===== config.mk =====
export PLATFORM = sky130hd
export DESIGN_NAME = ripple_count_sampler
export DESIGN_NICKNAME = d
export VERILOG_FILES = /design/src/rtl/ripple_count_sampler.sv
export SDC_FILE = /design/constraint.sdc
export NUM_CORES = 1
export LEC_CHECK = 0
export CORE_UTILIZATION = 40
export CTS_CLUSTER_DIAMETER = 100
export DETAILED_ROUTE_END_ITERATION = 10
export MAX_ROUTING_LAYER = met4
export PLACE_DENSITY_LB_ADDON = 0.15
export SYNTH_ARGS = -nofsm -noshare
export SYNTH_HDL_FRONTEND = slang
export SYNTH_SLANG_ARGS = --single-unit

===== constraint.sdc =====
create_clock -name clk -period 5.7 [get_ports clk]
set_clock_uncertainty 0.05 [all_clocks]
set_input_delay 1.14 -clock clk [delete_from_list [all_inputs] [get_ports clk]]
set_output_delay 1.14 -clock clk [all_outputs]
set_load 0.05 [all_outputs]

===== src/rtl/ripple_count_sampler.sv =====
// Brings a free-running ripple-counter value into the clk domain and accepts it once it is stable.
// Accepted values drive wrap/match flags, and a small FSM serves snapshot requests with a timeout.
module ripple_count_sampler #(
   parameter int N             = 4,
   parameter int STABLE_CYCLES = 2,
   parameter int TIMEOUT       = 16
) (
   input  logic         clk,
   input  logic         reset,
   input  logic [N-1:0] cnt_in,
   input  logic [N-1:0] match_val,
   input  logic         sample_req,
   output logic         busy,
   output logic         snap_valid,
   output logic [N-1:0] snap_value,
   output logic         timeout_err,
   output logic [N-1:0] stable_val,
   output logic         match,
   output logic         wrap,
   output logic [7:0]   wrap_count
);

   localparam int SW = $clog2(STABLE_CYCLES + 1);
   localparam int TW = $clog2(TIMEOUT);
   localparam logic [SW-1:0] STAB_MAX = SW'(STABLE_CYCLES);
   localparam logic [TW-1:0] TMO_LAST = TW'(TIMEOUT - 1);

   typedef enum logic {S_IDLE, S_WAIT} state_t;

   logic [N-1:0]  s1_q, s2_q, s2d_q;
   logic [SW-1:0] stab_q, stab_d;
   logic          have_q, have_d;
   logic [N-1:0]  stable_q, stable_d;
   logic          match_q, match_d;
   logic          wrap_q, wrap_d;
   logic [7:0]    wrap_cnt_q, wrap_cnt_d;
   state_t        state_q, state_d;
   logic [TW-1:0] tmo_q, tmo_d;
   logic          snap_valid_q, snap_valid_d;
   logic [N-1:0]  snap_value_q, snap_value_d;
   logic          timeout_q, timeout_d;
   logic          acc;

   always_comb begin
      // NOTE: every signal gets its default first so no path through the block infers a latch.
      stab_d       = stab_q;
      have_d       = have_q;
      stable_d     = stable_q;
      match_d      = 1'b0;
      wrap_d       = 1'b0;
      wrap_cnt_d   = wrap_cnt_q;
      state_d      = state_q;
      tmo_d        = tmo_q;
      snap_valid_d = 1'b0;
      snap_value_d = snap_value_q;
      timeout_d    = 1'b0;

      if (s2_q != s2d_q)
         stab_d = '0;
      else if (stab_q != STAB_MAX)
         stab_d = stab_q + 1'b1;

      // Accept only on the transition into saturation, so a held value is taken once.
      acc = (stab_d == STAB_MAX) && (stab_q != STAB_MAX);

      if (acc) begin
         stable_d = s2_q;
         have_d   = 1'b1;
         wrap_d   = have_q && (s2_q < stable_q);
         match_d  = (s2_q == match_val) && (!have_q || (s2_q != stable_q));
         if (wrap_d && (wrap_cnt_q != 8'hFF))
            wrap_cnt_d = wrap_cnt_q + 8'd1;
      end

      case (state_q)
         S_IDLE: begin
            if (sample_req) begin
               if (stab_q == STAB_MAX) begin
                  snap_value_d = s2_q;
                  snap_valid_d = 1'b1;
               end else begin
                  state_d = S_WAIT;
                  tmo_d   = '0;
               end
            end
         end
         S_WAIT: begin
            if (acc) begin
               snap_value_d = s2_q;
               snap_valid_d = 1'b1;
               state_d      = S_IDLE;
            end else if (tmo_q == TMO_LAST) begin
               timeout_d = 1'b1;
               state_d   = S_IDLE;
            end else begin
               tmo_d = tmo_q + 1'b1;
            end
         end
         default: state_d = S_IDLE;
      endcase
   end

   // NOTE: state updates use non-blocking assignments so every register samples pre-edge values.
   always_ff @(posedge clk) begin
      if (reset) begin
         s1_q         <= '0;
         s2_q         <= '0;
         s2d_q        <= '0;
         stab_q       <= '0;
         have_q       <= 1'b0;
         stable_q     <= '0;
         match_q      <= 1'b0;
         wrap_q       <= 1'b0;
         wrap_cnt_q   <= '0;
         state_q      <= S_IDLE;
         tmo_q        <= '0;
         snap_valid_q <= 1'b0;
         snap_value_q <= '0;
         timeout_q    <= 1'b0;
      end else begin
         s1_q         <= cnt_in;
         s2_q         <= s1_q;
         s2d_q        <= s2_q;
         stab_q       <= stab_d;
         have_q       <= have_d;
         stable_q     <= stable_d;
         match_q      <= match_d;
         wrap_q       <= wrap_d;
         wrap_cnt_q   <= wrap_cnt_d;
         state_q      <= state_d;
         tmo_q        <= tmo_d;
         snap_valid_q <= snap_valid_d;
         snap_value_q <= snap_value_d;
         timeout_q    <= timeout_d;
      end
   end

   assign busy        = (state_q == S_WAIT);
   assign snap_valid  = snap_valid_q;
   assign snap_value  = snap_value_q;
   assign timeout_err = timeout_q;
   assign stable_val  = stable_q;
   assign match       = match_q;
   assign wrap        = wrap_q;
   assign wrap_count  = wrap_cnt_q;

endmodule

==> results_dict.tcl <==
set metrics [dict create \
    status "finished clean" \
    multi_input_area_um2 858 \
    netlist_area_um2 1730 \
    grt_pass1_vias 1262 \
    drc 0 \
    fp-row-count 23 \
    via_per_inst 5.29 \
    track_usage_pct 17.9 \
    start_kind "flop" \
    holdBufCountCts 0 \
    clk_path_buf_depth 2 \
    drt_iter0_drc 60 \
    cts_tree "built" \
    antenna_cells 0 \
    ant_nets 0 \
    ioPinCount 32 \
    fmax_ghz 0.351 \
    synth_area_leaders "dfxtp_1 (46%), ha_1 (5.8%), nor2b_1 (4.7%)" \
    drive_gt1_share_pct 6.42 \
    cp-end-kind "primary output" \
    avgSynthCellArea_um2 9.29 \
    drt-total-wl_um 3660 \
    period_minus_slack_ns 2.85 \
    synthCells 186 \
    finalHoldViolCount 0 \
    htree_levels 2 \
    yosysWarningCount 0 \
    ir_worst_vdd_v 0.000160 \
    clkTransAtPathRegs_ns 0.08 \
    rsz0062_at_grt "no" \
    synth_top_area_share_pct 46.3 \
    worst_pin_slew_ns 0.727 \
    crit_arrival_ns 1.66 \
    die_y_um 67.7 \
    crit_fanout 9 \
    p_per_area_nw_per_um2 246 \
    async_flop_share_pct 0 \
    synth.distinct_cells 38 \
    cts-root-buf "clkbuf_8" \
    cts_setup_buffers 0 \
    max-slew-margin-rel_pct 51.6 \
    critPathMaxStageDelay_ns 0.87 \
    nFillCells 381 \
    timing.final.crit_share_pct 50.0 \
    synth_seq_area_share_pct 46.3 \
    die_area_um2 4590 \
    slew_violations 0 \
    ys_seq_elements 40 \
    areaGrowthSynthToFinish_pct 25.3 \
    core_area_um2 4090 \
    syn_nets 205 \
    cp_cell_sequence "clkdlybuf4s50_1" \
    yosys.area.top_type "dfxtp_1" \
    synth_edf_count 0 \
    dp_hpwl_um 2660 \
    leakage_nw 0.817 \
    cts_sinks 40 \
    slowest_stage "clkdlybuf4s50_1" \
    routed-via-count 1418 \
    maxCapViolations 0 \
    setup_tns_ns 0 \
    wl_per_cell_um 13.7 \
    min_path_type "flop to flop" \
    insertion_delay_ns 0.29 \
    fin_util_pct 53.0 \
    grt_max_degree 40 \
    port_buffers 31 \
    cts_buffers 5 \
    fp.dieW_um 67.7 \
    start_util_pct 42.3 \
    grt_pass1_wl_um 5900 \
    antenna_found_initial 0 \
    setup_viol 0 \
    layout.nets 236 \
    post_cts_resized 0 \
    gp_congestion 0.800 \
    cp_top_family "buffers and inverters" \
    seq_area_um2 801 \
    synth_ff_type "dfxtp_1" \
    grt_overflow 0 \
    required_ns 4.51 \
    crit_type "flop to primary output" \
    critPathBufInv 1 \
    dr.pass1.iters 4 \
]
cell families (layout without fill, tap and decap cells):
group / after synthesis / after routing / share of synthesized area, %
muxes: 7 / 7 / 4.13
AOI/OAI and AO/OA: 30 / 30 / 10.4
DFF: 40 / 40 / 46.3
adders and majority gates: 8 / 8 / 5.79
buffers and inverters: 18 / 50 / 3.98
xor gates and xnor gates: 8 / 8 / 4.05
and+or+nand+nor: 75 / 75 / 25.3
synthesized netlist by cell type, types with 4 or more instances:
cell type  count
nand2_1        6
nor2_1        16
mux2i_1        6
nor4_1         4
inv_1         10
nand3_1        8
o21ai_0        7
ha_1           8
clkbuf_1       6
xor2_1         4
nor2b_1       13
dfxtp_1       40
a21oi_1       13
xnor2_1        4
or3_1          4
nand4_1        5
flip-flops by register name (all words and copies together), names as in the netlist:
name and count:
wrap 1, busy 1, s1_q 4, have_q 1
timeout_err 1, match 1, s2d_q 4, snap_valid 1
stable_val 4, s2_q 4, wrap_count 8, snap_value 4
tmo_q 4, stab_q 2
path summary, 6_finish.rpt:
check,startpoint,slack (ns),endpoint,depth (start not counted)
max,busy$_SDFF_PP0_,2.85,busy,1
min,s1_q[3]$_SDFF_PP0_,0.39,s2_q[3]$_SDFF_PP0_,1
max reg2reg,stab_q[1]$_SDFF_PP0_,3.12,wrap_count[6]$_SDFFE_PP0P_,6
min reg2reg,s1_q[3]$_SDFF_PP0_,0.39,s2_q[3]$_SDFF_PP0_,1
through the flow:
| stage | worst slack, ns | area, um2 | instances | total power [W] | hold WS [ns] |
|---|---|---|---|---|---|
| 3_5_place_dp | 3.02 | 2080 | 260 | 0.000355 | 0.381 |
| 6_report | 2.85 | 2160 | 268 | 0.000533 | 0.395 |
| 3_3_place_gp | 3.07 | 2080 | 260 | 0.000352 | 0.369 |
| 5_1_grt | 2.79 | 2160 | 268 | 0.000558 | 0.420 |
| 4_1_cts | 2.85 | 2160 | 268 | 0.000537 | 0.400 |
| 2_1_floorplan | 3.24 | 1730 | 186 | 0.000336 | 0.364 |
layout make-up:
class,instances,share of cell area (%)
tap,50,2.89
clock inverter,3,0.867
multi-input combinational,128,39.7
inverter,10,1.73
timing repair buffer,32,14.7
clock buffer,5,3.18
sequential,40,37.0
layer usage:
| layer | up-vias | track usage (%) | part of all wire (%) |
|---|---|---|---|
| li1 | 718 | - | - |
| met1 | 674 | 23.2 | 48 |
| met2 | 24 | 27.1 | 48 |
| met3 | 2 | 4.05 | 3.0 |
| met4 | 0 | 6.38 | 0.63 |
| met5 | - | - | 0 |
power breakdown:
group / internal [W] / switching (W) / total, W
sequential: 0.000286 / 0.00000658 / 0.000293
combinational: 0.0000244 / 0.0000311 / 0.0000555
clock: 0.0000853 / 0.0000990 / 0.000184
total: 0.000396 / 0.000137 / 0.000533
placed cells by master, fill, tap and decap left out, drive strengths merged, types with 2 or more instances in the layout:
cell type | netlist | final
nor4 | 5 | 5
o31ai | 3 | 3
or4 | 2 | 2
ha | 8 | 8
a21oi | 13 | 13
dfxtp | 40 | 40
inv | 10 | 10
nand2 | 6 | 6
nand4 | 5 | 5
nor3b | 3 | 3
and2 | 4 | 4
mux2i | 6 | 6
clkdlybuf4s50 | 0 | 31
or3 | 4 | 4
o21ai | 7 | 7
xnor2 | 4 | 4
nand3 | 9 | 9
clkinv | 0 | 3
and3 | 3 | 3
xor2 | 4 | 4
o21a | 2 | 2
nor2 | 16 | 16
nor2b | 13 | 13
clkbuf | 6 | 5
Note: power is estimated with default switching activity, not from simulation.
